===== src/rtl/serial_adder_pkg.sv =====
// Shared definitions for the bit-serial adder: FSM state type, state
// encodings and a helper that sizes the bit counter.
package serial_adder_pkg;

    // FSM state, kept as plain vector constants for compatibility with
    // older tools that handle localparam encodings better than enums.
    typedef logic [1:0] state_t;

    localparam state_t ST_IDLE = 2'd0;
    localparam state_t ST_ADD  = 2'd1;
    localparam state_t ST_DONE = 2'd2;

    // Bit counter width: enough to hold WIDTH-1, never narrower than 1 bit.
    function automatic int cnt_width(input int width);
        return (width > 1) ? $clog2(width) : 1;
    endfunction

endpackage


===== src/rtl/serial_adder_full_adder.sv =====
// Single-bit full adder; the only arithmetic element in the serial datapath.
module full_adder (
    input  logic a_in,
    input  logic b_in,
    input  logic c_in,
    output logic sum_out,
    output logic carry_out
);

    assign sum_out   = a_in ^ b_in ^ c_in;
    assign carry_out = (a_in & b_in) | (c_in & (a_in ^ b_in));

endmodule


===== src/rtl/serial_adder.sv =====
// Bit-serial adder: captures two WIDTH-bit operands plus carry-in on start,
// adds one bit pair per cycle LSB first through a single full adder, and
// presents {carry_out, sum_out} with a one-cycle done pulse.
// Optional feature: define SERIAL_ADDER_OVF_EN to add ovf_out, the
// two's-complement signed overflow flag of the completed addition.
module serial_adder
    import serial_adder_pkg::*;
#(
    parameter int WIDTH = 8
) (
    input  logic             clk,
    input  logic             rst_n,
    input  logic             start,
    input  logic [WIDTH-1:0] a_in,
    input  logic [WIDTH-1:0] b_in,
    input  logic             c_in,
    output logic [WIDTH-1:0] sum_out,
    output logic             carry_out,
    output logic             busy,
    output logic             done
`ifdef SERIAL_ADDER_OVF_EN
    ,
    output logic             ovf_out
`endif
);

    localparam int CW = cnt_width(WIDTH);

    state_t           state;
    logic [WIDTH-1:0] a_sh;
    logic [WIDTH-1:0] b_sh;
    logic [WIDTH-1:0] res_sh;
    logic [WIDTH-1:0] res_next;
    logic             carry_q;
    logic [CW-1:0]    cnt;
    logic             fa_sum;
    logic             fa_carry;
    logic             last_bit;
    logic             finish;

    // One full adder serves every bit position in turn.
    full_adder u_fa (
        .a_in      (a_sh[0]),
        .b_in      (b_sh[0]),
        .c_in      (carry_q),
        .sum_out   (fa_sum),
        .carry_out (fa_carry)
    );

    assign last_bit = (cnt == CW'(WIDTH - 1));
    assign finish   = (state == ST_ADD) && last_bit;
    assign busy     = (state == ST_ADD) || (state == ST_DONE);
    assign done     = (state == ST_DONE);

    // Result shift register next value: new sum bit enters at the MSB end.
    always_comb begin
        // NOTE: default assignment first so every path drives res_next and no latch is inferred.
        res_next            = res_sh >> 1;
        res_next[WIDTH-1]   = fa_sum;
    end

    // FSM and serial datapath; result outputs only update on the final bit.
    always_ff @(posedge clk or negedge rst_n) begin
        // NOTE: the operand/result shift registers are reset too, so no X ever reaches the outputs.
        if (!rst_n) begin
            state     <= ST_IDLE;
            a_sh      <= '0;
            b_sh      <= '0;
            res_sh    <= '0;
            carry_q   <= 1'b0;
            cnt       <= '0;
            sum_out   <= '0;
            carry_out <= 1'b0;
        end else begin
            // NOTE: non-blocking assignments so every register samples pre-edge values.
            case (state)
                ST_IDLE: begin
                    if (start) begin
                        a_sh    <= a_in;
                        b_sh    <= b_in;
                        carry_q <= c_in;
                        cnt     <= '0;
                        state   <= ST_ADD;
                    end
                end
                ST_ADD: begin
                    a_sh    <= a_sh >> 1;
                    b_sh    <= b_sh >> 1;
                    carry_q <= fa_carry;
                    res_sh  <= res_next;
                    cnt     <= cnt + CW'(1);
                    if (last_bit) begin
                        sum_out   <= res_next;
                        carry_out <= fa_carry;
                        state     <= ST_DONE;
                    end
                end
                ST_DONE: begin
                    state <= ST_IDLE;
                end
                default: begin
                    state <= ST_IDLE;
                end
            endcase
        end
    end

`ifdef SERIAL_ADDER_OVF_EN
    // Signed overflow: carry into the top bit differs from carry out of it.
    always_ff @(posedge clk or negedge rst_n) begin
        if (!rst_n) begin
            ovf_out <= 1'b0;
        end else if (finish) begin
            ovf_out <= carry_q ^ fa_carry;
        end
    end
`else
    // Without the overflow option the finish strobe only feeds lint hygiene.
    logic unused_finish;
    assign unused_finish = finish;
`endif

endmodule


===== config.mk =====
export PLATFORM = sky130hd
export DESIGN_NAME = serial_adder
export DESIGN_NICKNAME = d
export VERILOG_FILES = /design/src/rtl/serial_adder_pkg.sv /design/src/rtl/serial_adder_full_adder.sv /design/src/rtl/serial_adder.sv
export SDC_FILE = /design/constraint.sdc
export NUM_CORES = 1
export LEC_CHECK = 0
export CORE_UTILIZATION = 56
export CTS_CLUSTER_SIZE = 25
export DETAILED_ROUTE_END_ITERATION = 7
export PLACE_DENSITY = 0.88
export SKIP_LAST_GASP = 1
export SLEW_MARGIN = 20
export SYNTH_ARGS = -nofsm -noshare
export SYNTH_HDL_FRONTEND = slang
export SYNTH_SLANG_ARGS = --single-unit

===== constraint.sdc =====
create_clock -name clk -period 4.76 [get_ports clk]
set_input_delay 1.428 -clock clk [delete_from_list [all_inputs] [get_ports clk]]
set_output_delay 1.428 -clock clk [all_outputs]
set_load 0.1 [all_outputs]

Word-level counts from Yosys, hierarchy flattened
Cells that the tools add are included.
- $add $sub $neg: 1
- multiply operators: 0
- div/mod/pow operators: 0
- order comparisons: 0
- eq/ne operators: 5
- shifts and indexed selects: 0
- mux-type cells: 11
- bitwise operators: 5
- reduce and logical (&&, ||, !) cells: 6
- operators by type and width (cell ; number):
    $pmux 8 s2 ; 2
    $mux 8 ; 2
    $pmux 3 s2 ; 1
    $reduce_and 2->1 ; 3
    $mux 2 ; 2
    $ne 2x2->1 const B ; 2
    $pmux 2 s2 ; 1
    $add 3x1->3 const B ; 1
    $eq 3x3->1 const B ; 1
    $mux 3 ; 1
    $and 1x1->1 ; 2
    $eq 2x1->1 const B ; 1
    $eq 2x2->1 const B ; 1
    $logic_not 2->1 ; 1
    $pmux 1 s2 ; 1
    $reduce_bool 2->1 ; 1
    $xor 1x1->1 ; 2
    $logic_or 1x1->1 ; 1
    $mux 1 ; 1
    $or 1x1->1 ; 1
- flip-flop bits (word level): 39
- bits in latches: 0
- memory bits (writable): 0
- memory bits (read-only): 0
- input port bits: 20
- word-level logic and storage cells: 36
- memories: 0

Logic depth before layout (Yosys ltp)
- depth in word-level cells: 4
- mapped depth: 8
- gate-level depth less buffers: 5

Hierarchy
Synthesis repeated with hierarchy kept, for this count alone.
- cells, all modules: 154
- area, all modules: 1816.7 um^2
- by module, submodules not included (module ; instances ; cells an instance ; area each (um^2) ; seq. area each (um^2)):
    serial_adder ; 1 ; 153 ; 1796.7 ; 950.9
    full_adder ; 1 ; 1 ; 20.0 ; 0.0

Worst setup path after synthesis
OpenSTA, ideal clock, no wires.
- kind: register to output
- from: register state[0]
- to: output busy
- arrival: 1259 ps
- required time: 3332 ps
- setup slack: 2073 ps
- stages on the path, launching flop included: 3
- buffers on the path: 0
- cells stage by stage: dfrtp_1 -> inv_1 -> ha_1
- cells in the longest elaborated chain, start to end: 2
- elaborated cells between the ends (all ways): 3
- ends and longest elaborated chain (element ; RTL line ; text):
    from (decl) ; serial_adder.sv:29 ; state_t state;
    from (signal assigned) ; serial_adder.sv:66 ; state <= ST_IDLE;
    from (signal assigned) ; serial_adder.sv:83 ; state <= ST_ADD;
    from (signal assigned) ; serial_adder.sv:95 ; state <= ST_DONE;
    $eq 2x1->1 or $eq 2x2->1 (tied branches) ; serial_adder.sv:52 ; assign busy = (state == ST_ADD) || (state == ST_DONE);
    $logic_or 1x1->1 (*) ; serial_adder.sv:52 ;
    to (decl) ; serial_adder.sv:19 ; output logic busy,
Mark *: on every way between the ends. The rest lies on a longest branch, timed or not.

Final worst setup path
- from: register state[1]
- to: output busy
The elaborated chain is that of the path after synthesis.

==> flow_summary.rst <==
.. list-table::
   :header-rows: 1

   * - Metric
     - Value
   * - Largest fanout on the critical path
     - 3
   * - Via Count
     - 1,307
   * - GRT Total Usage
     - 22.1%
   * - DRC violations left
     - 0
   * - Clock latency of the later-clocked register in the worst-skew pair
     - 0.33 ns
   * - Launch point of the worst hold path
     - res_sh[1]$_DFFE_PN0N_
   * - EDFF count, synth
     - 0
   * - Floorplan Core Area
     - 0.00308 sq mm
   * - CTS buffer count
     - 5
   * - Top FF cell, synth
     - dfrtp_1
   * - Post-route fraction of the period consumed by the critical path
     - 76.6%
   * - Clock network fraction of total power
     - 11.5%
   * - Hold Slack
     - 0.513 ns
   * - Count of different cell masters after synthesis
     - 31
   * - Overall power consumption
     - 1.35 mW
   * - Synth-to-Final Area Change
     - 17.9%
   * - Max Root-Sink Buffers
     - 2
   * - Type of the worst setup path
     - reg2out
   * - Final-layout fill cell count
     - 235
   * - Critical path launch point
     - state[1]$_DFFE_PN0P_
   * - Most common cell after layout, fill and taps aside
     - dfrtp_1
   * - Netlist area before placement
     - 0.00183 sq mm
   * - Syn avg cell area
     - 11.8 sq um
   * - Number of iterations in the first detailed-routing pass
     - 4
   * - Syn Inst Count
     - 156
   * - Clk_skew
     - 0.00394 ns
   * - Initial core utilization
     - 59.6%
   * - Setup violations, final
     - 0
   * - Number of global-route vias before repair
     - 1,325
   * - Cell Count, Final, Fillers Out
     - 228
   * - Count of cells resized by post-cts repair
     - 0
   * - Vias per cell
     - 5.73
   * - Worst path slowest cell
     - clkdlybuf4s50_1
   * - Share of power burned in combinational logic
     - 49.6%
   * - Detailed router's first-iteration violation count
     - 59
   * - Total wire length after detailed routing
     - 3.48 mm
   * - Final weighted congestion in routability-driven placement
     - 0.761
   * - Hold violation total from the final report
     - 0
   * - H-tree depth reported by CTS
     - 2
   * - Switching share of power
     - 44.1%
   * - Count of yosys warnings during synthesis
     - 0
   * - Type of destination of the critical path
     - output pin
   * - Max-cap check violation count
     - 0
   * - Worst slew pin tran
     - 0.962 ns
   * - Lkg Pwr
     - 0.932 nW
   * - Clk root buf
     - clkbuf_4
   * - Post-CTS Repair Setup Buffers
     - 0
   * - Number of antenna violations at the first check in global routing
     - 0
   * - Run status
     - finished, final reports clean
   * - Pin count of the biggest net entering global routing
     - 39
   * - Startpoint type of the worst setup path
     - flip-flop
   * - Switching power total
     - 597 uW
   * - Largest stage delay on the critical path
     - 1.12 ns
   * - Maximum VDD drop
     - 0.442 mV
   * - Post-cts hold buffer count
     - 0
   * - Type of the tightest min-delay check
     - reg2reg
   * - Sequential fraction of the synthesis area
     - 51.9%
   * - Shortest period the worst path allows
     - 3.65 ns
   * - Core Rows
     - 20
   * - Worst Path Required
     - 3.33 ns
   * - Fraction of registers with async set or reset after synthesis
     - 100%
   * - Leading cell types in the layout, fill and taps excluded
     - dfrtp_1 (38), clkdlybuf4s50_1 (30), mux2_2 (18)
   * - Number of ports placed on the die boundary
     - 31
   * - Overflow after GRT
     - 0
   * - Clock sink count
     - 38
   * - Nets
     - 211
   * - Net count after synthesis
     - 183
   * - Setup repair after global routing missed its margin
     - false
   * - HPWL reported at the end of detailed placement
     - 2.52 mm
   * - Int Power
     - 757 uW
   * - Number of pins exceeding their max-slew limit in the final report
     - 0
   * - Clock-pin slew on the worst setup and hold paths
     - 0.11 ns
   * - Maximum clock frequency
     - 0.274 GHz
   * - Synthesized flop and latch total
     - 38
   * - Die extent in x
     - 59.2 microns
   * - Worst endpoint data arrival time
     - 2.22 ns
   * - Worst-path cell chain
     - inv_1 -> ha_1 -> clkdlybuf4s50_1
   * - Sequential fraction of design power
     - 39.0%
   * - Post-Route Setup TNS
     - 0 ns
   * - FF-to-FF Start
     - state[1]$_DFFE_PN0P_
   * - Relative max-transition margin
     - 35.7%
   * - Die Area
     - 0.00351 sq mm
   * - Overall die height
     - 59.2 microns
   * - Number of port buffers
     - 30
   * - Global-route wire length before repair
     - 5.75 mm
   * - Clock tree from TritonCTS
     - done
   * - Layout cells sized above 1
     - 20.1%
   * - Antenna-violating nets left
     - 0
   * - Count of placed standard cells including taps
     - 221
   * - Pwr Density
     - 627 mW/mm^2
   * - Wirelength per Cell
     - 15.3 microns
   * - Total inserted antenna cells
     - 0
area by class of cell:
type	count	area, sq um	share of cell area (%)
Sequential cell	38	951	44.0
Clock buffer	5	37.5	1.74
Clock inverter	2	10.0	0.463
Timing Repair Buffer	31	308	14.2
Multi-Input combinational cell	103	781	36.1
Inverter	5	18.8	0.869
Tap cell	44	55.1	2.55
stage by stage:
step | setup slack [ns] | util, % | instance area (sq um)
after floorplan | 2.07 | - | 1830
after global placement | 1.53 | 68.7 | 2110
after detailed placement | 1.48 | 68.7 | 2110
after CTS | 1.10 | 70.2 | 2160
after global routing | 1.04 | 70.2 | 2160
final | 1.11 | 70.2 | 2160
metal layers:
metal	vias to the layer above	track usage, %	wire length [microns]
li1	618	-	-
met1	639	26.8	1480
met2	40	37.2	1790
met3	10	4.80	140
met4	0	10.5	68
met5	-	0	0
Yosys cell counts (3+ instances only):
master	instances	area share, %
dfrtp_1	38	52
o21ai_0	5	1.4
inv_1	4	0.82
nand3_1	15	4.1
nand2_1	4	0.82
nor3_1	8	2.2
nor2_1	11	2.3
a211oi_1	4	1.6
ha_1	6	4.1
a211oi_2	3	2.0
o22ai_1	7	2.4
buf_2	3	0.82
buf_6	5	3.1
mux2_2	18	11
cells by family after synthesis:
group,share of synthesized area (%)
and+or+nand+nor,13.3
AOI/OAI and AO/OA,13.0
DFF,51.9
muxes,11.1
adders and majority gates,5.19
buffers and inverters,5.53
registers in the layout (all words and copies together), names as in the netlist:
signal / count
carry_out: 1
cnt: 3
carry_q: 1
b_sh: 8
sum_out: 8
state: 2
a_sh: 8
res_sh: 7
power by group through the flow:
stage	registers [mW]	clock network, mW	logic, mW
detailed placement	0.534	0	0.677
CTS	0.528	0.158	0.677
global route	0.543	0.172	0.730
floorplan	0.561	0	0.527
global placement	0.522	0	0.639
finish	0.528	0.155	0.671
final timing paths:
path | endpoint | slack [ns] | cells past startpoint
worst max-delay path | busy | 1.11 | 3
worst min-delay path | res_sh[1]$_DFFE_PN0N_ | 0.51 | 1
worst max register to register | b_sh[0]$_DFFE_PN0P_ | 2.49 | 5
worst min register to register | res_sh[1]$_DFFE_PN0N_ | 0.51 | 1
max in group asynchronous | sum_out[4]$_DFFE_PN0P_ | 2.93 | 2
min in group asynchronous | sum_out[0]$_DFFE_PN0P_ | 1.51 | 2
worst max-delay path, delay by kind of cell (launching register included):
kind	cells	cell delay, ns
adder cells (fa/ha/maj)	1	0.28
buffers and inverters	2	1.21
flip-flops	1	0.40
No activity file was read; power rests on OpenSTA's default activity.
